[config.mk]
export PLATFORM = sky130hd
export DESIGN_NAME = sprite_rom_arbiter_flat
export DESIGN_NICKNAME = d
export VERILOG_FILES = /design/src/rtl/sprite_pkg.sv /design/src/rtl/sprite_rom_arbiter_if.sv /design/src/rtl/rr_pick.sv /design/src/rtl/sprite_rom_arbiter.sv /design/src/flat_wrapper.sv
export SDC_FILE = /design/constraint.sdc
export NUM_CORES = 1
export LEC_CHECK = 0
export CELL_PAD_IN_SITES_DETAIL_PLACEMENT = 0
export CELL_PAD_IN_SITES_GLOBAL_PLACEMENT = 1
export CORE_MARGIN = 3
export CORE_UTILIZATION = 26
export DETAILED_ROUTE_END_ITERATION = 8
export PLACE_DENSITY = 0.83
export SLEW_MARGIN = 20
export SYNTH_ARGS = -nofsm -noshare
export SYNTH_HDL_FRONTEND = slang
export SYNTH_SLANG_ARGS = --single-unit
[constraint.sdc]
create_clock -name clk -period 2.5 [get_ports clk]
set_input_delay 0.5 -clock clk [delete_from_list [all_inputs] [get_ports clk]]
set_output_delay 0.5 -clock clk [all_outputs]
set_load 0.03 [all_outputs]
[src/rtl/sprite_pkg.sv]
// Shared constants for the sprite ROM path: widths, requester indices
// and the RGB field layout of a 12-bit sprite word.
package sprite_pkg;

  localparam int SPRITE_NUM_REQ = 3;
  localparam int SPRITE_ADDR_W  = 12;
  localparam int SPRITE_DATA_W  = 12;

  localparam int REQ_FOOD    = 0;
  localparam int REQ_LINEAR1 = 1;
  localparam int REQ_LINEAR2 = 2;

  localparam int R_MSB = 11;
  localparam int G_MSB = 7;
  localparam int B_MSB = 3;

  typedef logic [SPRITE_DATA_W-1:0] rgb_word_t;

  function automatic logic [3:0] red_of(input rgb_word_t w);
    return w[R_MSB -: 4];
  endfunction

endpackage

[src/rtl/sprite_rom_arbiter_if.sv]
// Request/grant, ROM and data-return signals between the sprite
// requesters, the shared ROM and the arbiter.
interface sprite_rom_arbiter_if #(
  parameter int NUM_REQ = 3,
  parameter int ADDR_W  = 12,
  parameter int DATA_W  = 12
);
  logic                      enable;
  logic [NUM_REQ-1:0]        req;
  logic [NUM_REQ*ADDR_W-1:0] req_addr;
  logic [NUM_REQ-1:0]        gnt;
  logic [ADDR_W-1:0]         rom_addr;
  logic [DATA_W-1:0]         rom_data;
  logic [NUM_REQ-1:0]        rd_valid;
  logic [DATA_W-1:0]         rd_data;
  logic                      busy;

  // Requesters plus the ROM model drive the arbiter's inputs.
  modport master (
    output enable, req, req_addr, rom_data,
    input  gnt, rom_addr, rd_valid, rd_data, busy
  );

  modport slave (
    input  enable, req, req_addr, rom_data,
    output gnt, rom_addr, rd_valid, rd_data, busy
  );
endinterface

[src/rtl/rr_pick.sv]
// Combinational round-robin picker: first set bit of eff_req searching
// upward from last+1, wrapping modulo N.
module rr_pick #(
  parameter int N     = 3,
  parameter int IDX_W = (N > 1) ? $clog2(N) : 1
) (
  input  logic [N-1:0]     eff_req,
  input  logic [IDX_W-1:0] last,
  output logic [N-1:0]     winner,
  output logic [IDX_W-1:0] winner_idx,
  output logic             valid
);

  always_comb begin
    logic [IDX_W-1:0] idx;
    winner     = '0;
    winner_idx = '0;
    valid      = 1'b0;
    idx        = '0;
    for (int k = 1; k <= N; k++) begin
      idx = IDX_W'((int'(last) + k) % N);
      if (!valid && eff_req[idx]) begin
        valid       = 1'b1;
        winner[idx] = 1'b1;
        winner_idx  = idx;
      end
    end
  end

endmodule

[src/rtl/sprite_rom_arbiter.sv]
// Round-robin sharing of one asynchronous-read sprite ROM between the
// pixel-layer requesters, with registered address and data-return stages.
module sprite_rom_arbiter
  import sprite_pkg::*;
#(
  parameter int NUM_REQ = SPRITE_NUM_REQ,
  parameter int ADDR_W  = SPRITE_ADDR_W,
  parameter int DATA_W  = SPRITE_DATA_W
) (
  input logic                clk,
  input logic                rst_n,
  sprite_rom_arbiter_if.slave bus
);

  localparam int IDX_W = (NUM_REQ > 1) ? $clog2(NUM_REQ) : 1;

  logic [NUM_REQ-1:0] gnt_reg, rd_valid_reg, eff_req, pick_onehot;
  logic [IDX_W-1:0]   last_reg, pick_idx;
  logic               pick_valid, grant;
  logic [ADDR_W-1:0]  rom_addr_reg;
  logic [DATA_W-1:0]  rd_data_reg;
  logic [ADDR_W-1:0]  addr_arr [NUM_REQ];

  generate
    for (genvar gi = 0; gi < NUM_REQ; gi++) begin : g_addr
      assign addr_arr[gi] = bus.req_addr[gi*ADDR_W +: ADDR_W];
    end
  endgenerate

  // A request whose grant is visible right now is already being served.
  assign eff_req = bus.req & ~gnt_reg;
  assign grant   = bus.enable & pick_valid;

  rr_pick #(.N(NUM_REQ), .IDX_W(IDX_W)) u_pick (
    .eff_req    (eff_req),
    .last       (last_reg),
    .winner     (pick_onehot),
    .winner_idx (pick_idx),
    .valid      (pick_valid)
  );

  always_ff @(posedge clk) begin
    if (!rst_n) begin
      gnt_reg      <= '0;
      rom_addr_reg <= '0;
      last_reg     <= IDX_W'(NUM_REQ - 1);
      rd_valid_reg <= '0;
      rd_data_reg  <= '0;
    end else begin
      gnt_reg      <= grant ? pick_onehot : '0;
      rd_valid_reg <= gnt_reg;
      if (grant) begin
        rom_addr_reg <= addr_arr[pick_idx];
        last_reg     <= pick_idx;
      end
      if (|gnt_reg) begin
        rd_data_reg <= bus.rom_data;
      end
    end
  end

  assign bus.gnt      = gnt_reg;
  assign bus.rom_addr = rom_addr_reg;
  assign bus.rd_valid = rd_valid_reg;
  assign bus.rd_data  = rd_data_reg;
  assign bus.busy     = (|gnt_reg) | (|rd_valid_reg);

endmodule

[src/flat_wrapper.sv]
// flat-port wrapper written by rule: the top's interface ports become plain ports
module sprite_rom_arbiter_flat import sprite_pkg::*;
#(
  parameter int NUM_REQ = SPRITE_NUM_REQ,
  parameter int ADDR_W  = SPRITE_ADDR_W,
  parameter int DATA_W  = SPRITE_DATA_W
)
  (clk, rst_n, bus_enable, bus_req, bus_req_addr, bus_rom_data, bus_gnt, bus_rom_addr, bus_rd_valid, bus_rd_data, bus_busy);
  sprite_rom_arbiter_if #(.NUM_REQ(NUM_REQ), .ADDR_W(ADDR_W), .DATA_W(DATA_W)) bus_i ();
  input logic clk;
  input logic rst_n;
  input wire logic [$bits(bus_i.enable)-1:0] bus_enable;
  input wire logic [$bits(bus_i.req)-1:0] bus_req;
  input wire logic [$bits(bus_i.req_addr)-1:0] bus_req_addr;
  input wire logic [$bits(bus_i.rom_data)-1:0] bus_rom_data;
  output wire logic [$bits(bus_i.gnt)-1:0] bus_gnt;
  output wire logic [$bits(bus_i.rom_addr)-1:0] bus_rom_addr;
  output wire logic [$bits(bus_i.rd_valid)-1:0] bus_rd_valid;
  output wire logic [$bits(bus_i.rd_data)-1:0] bus_rd_data;
  output wire logic [$bits(bus_i.busy)-1:0] bus_busy;
  assign bus_i.enable = bus_enable;
  assign bus_i.req = bus_req;
  assign bus_i.req_addr = bus_req_addr;
  assign bus_i.rom_data = bus_rom_data;
  assign bus_gnt = bus_i.gnt;
  assign bus_rom_addr = bus_i.rom_addr;
  assign bus_rd_valid = bus_i.rd_valid;
  assign bus_rd_data = bus_i.rd_data;
  assign bus_busy = bus_i.busy;
  sprite_rom_arbiter #(.NUM_REQ(NUM_REQ), .ADDR_W(ADDR_W), .DATA_W(DATA_W)) u_core (.clk(clk), .rst_n(rst_n), .bus(bus_i));
endmodule
==> impl_metrics.tcl, run 1 <==
set metrics [dict create \
    status "finished clean" \
    syn-num-nets 240 \
    max-cap-violations 0 \
    hold_viol 0 \
    die_w_um 87.94 \
    routed_wl_um 4935 \
    p_sw_share_pct 39.54 \
    slowest_stage "dfxtp_4" \
    cts_buffers 5 \
    synth-seq-cells 32 \
    cts_tree "built" \
    clkSinkCount 32 \
    num_antenna_cells 0 \
    yosysWarnings 0 \
    async_flop_share_pct 0 \
    die_h_um 87.94 \
    critPathCaptureType "flop" \
    pwr-share-comb_pct 60.8 \
    dp_cells 356 \
    clkPwrFrac_pct 15.1 \
    p_total_w 0.003207 \
    crit_chain "inv_1 > ha_4 > buf_6 > inv_4 > mux2i_1 > o221a_4 > a21boi_4 > buf_12 > mux2_1 > a221o_1" \
    fmax_mhz 411.0 \
    instances_no_fill 365 \
    cts_root_buffer "clkbuf_8" \
    ys.flop_type "dfxtp_1" \
    drcViolationCount 0 \
    fin_skew_ns 0.002042 \
    firstDrtPassIters 4 \
    row_count 29 \
    ant_nets 0 \
    switchingPower_w 0.001268 \
    period_minus_slack_ns 2.433 \
    hold_depth 2 \
    yosys.area.top_type "dfxtp_1" \
    p_leak_nw 1.209 \
    portBuffers 84 \
    tightest_slew_ns 0.5466 \
    crit_required_ns 2.67 \
    layout.nets 345 \
    critPathArrivalTime_ns 2.60 \
    final_area_mm2 0.002977 \
    area_growth_pct 70.54 \
    grt_pass1_wl_um 7583 \
    synth_edf_count 0 \
    grt_max_degree 14 \
    via_per_inst 4.679 \
    syn_inst 182 \
    wl_per_cell_um 13.52 \
    ys_seq_area_share_pct 36.70 \
    p_seq_share_pct 24.1 \
    powerDensity_mw_per_mm2 1077 \
    place_congestion 0.8407 \
    clkSlewWorstSetupHoldPaths_ns 0.07 \
    htree_num_levels 2 \
    synth_top_cell_area_share_pct 36.70 \
    critPathMaxFanout 12 \
    hold_class "reg2reg" \
    core_area_mm2 0.006422 \
    worstSetupStartpointType "flop" \
    peakVddDrop_uv 372.9 \
    fin_util_pct 46.35 \
    drive_gt1_share_pct 24.65 \
    max-slew-margin-rel_pct 63.52 \
    die-area_mm2 0.007733 \
    crit_path_max_incr_delay_ns 0.38 \
    post_dp_cell_area_mm2 0.002800 \
    io_pins 85 \
    fin_crit_sh_pct 97.33 \
    first_global_vias 1642 \
    grt_overflow 0 \
    ys_top_cells_by_area "dfxtp_1 37%, mux2_4 8.6%, a221o_1 6.9%" \
    cts-hold-fix-buffers 0 \
    finalSetupViolCount 0 \
    netlist_top_cells_count "32 x dfxtp_1, 29 x nand2_1, 18 x a21oi_1" \
    cts_buffer_depth 2 \
    worstSetupPathType "reg2reg" \
    worstRegToRegCells 10 \
    first_iter_violations 89 \
    p_int_w 0.001939 \
    start_util_pct 27.18 \
    track_usage_pct 12.31 \
    avgSynthCellArea_um2 9.590 \
    antenna_found_initial 0 \
    syn_area_mm2 0.001745 \
    yosysMostFrequentCell "dfxtp_1" \
    insertion_delay_ns 0.28 \
    vias 1708 \
    yosys.cell_types.count 46 \
    hpwl_um 3842 \
    maxSlewViolCount 0 \
]
power groups by stage:
stage | clock, W | sequential [W] | combinational [W]
floorplan | 0 | 0.00105 | 0.000899
global placement | 0 | 0.000767 | 0.00187
detailed placement | 0 | 0.000769 | 0.00189
CTS | 0.000498 | 0.000764 | 0.00190
global route | 0.000524 | 0.000794 | 0.00208
finish | 0.000485 | 0.000773 | 0.00195
metrics by stage:
step | hold slack (ns) | setup WS (ns) | TNS (ns)
CTS | 0.4559 | 0.001358 | 0
finish | 0.4512 | 0.06669 | 0
global route | 0.4694 | -0.003505 | -0.005915
floorplan | 0.5243 | 0.1462 | 0
global placement | 0.4372 | -0.2664 | -2.934
detailed placement | 0.4466 | -0.3386 | -3.830
cells by family after synthesis:
family                   synth area share [%]
adder cells (fa/ha/maj)                 2.867
buffers and inverters                   5.807
flip-flops                              36.70
multiplexers                            11.04
AND/OR/NAND/NOR                         20.36
AO/OA/AOI/OAI                           23.23
final cells by class:
| class | instances | area [um2] |
|---|---|---|
| timing repair buffer | 108 | 1049 |
| sequential | 32 | 645.6 |
| inverter | 5 | 21.27 |
| tap | 77 | 96.34 |
| multi-input combinational | 135 | 1057 |
| fill | 619 | 3446 |
| clock buffer | 6 | 72.57 |
| clock inverter | 2 | 35.03 |
worst paths after layout:
kind	slack, ns	start	endpoint
min reg2reg	0.45	u_core.bus.rd_data[3]	u_core.bus.rd_data[3]
max	0.07	u_core.last_reg[0]	u_core.bus.rom_addr[1]
min	0.45	u_core.bus.rd_data[3]	u_core.bus.rd_data[3]
max reg2reg	0.07	u_core.last_reg[0]	u_core.bus.rom_addr[1]
layout by cell type (no fill, tap or decap), types with 3 or more instances in the layout:
master / n
and2_1: 6
a221o_1: 12
inv_1: 4
buf_4: 21
nand2b_1: 3
clkbuf_8: 5
nand2_1: 29
a21oi_1: 17
mux2_4: 10
a21oi_2: 3
and2_2: 10
clkdlybuf4s50_1: 83
nor2_1: 5
dfxtp_1: 30
o21ai_0: 3
layer usage:
| layer | global-route usage, % | wire length (um) | vias to the layer above |
|---|---|---|---|
| met4 | 3.487 | 68 | 0 |
| met3 | 3.293 | 337 | 9 |
| li1 | - | - | 864 |
| met5 | 0 | 0 | - |
| met1 | 15.18 | 2110 | 775 |
| met2 | 21.03 | 2418 | 60 |
critical path: cells and delay by family (launching register included):
family / cells / cell delay, ns
AO/OA/AOI/OAI: 3 / 0.76
multiplexers: 2 / 0.45
buffers and inverters: 4 / 0.44
flip-flops: 1 / 0.38
adder cells (fa/ha/maj): 1 / 0.28
repair_timing:
action,in CTS,in global routing
setup endpoints to repair,13,12
pin swaps,0,2
gates resized for setup,6,8
buffers inserted,0,1
(Power assumes the default switching activity.)
==> inputs of run 2 (changes only) <==
SLEW_MARGIN = 0   (was 20)
==> results of run 2 <==
The final DEF is identical to that of run 1; final timing and power are the same.
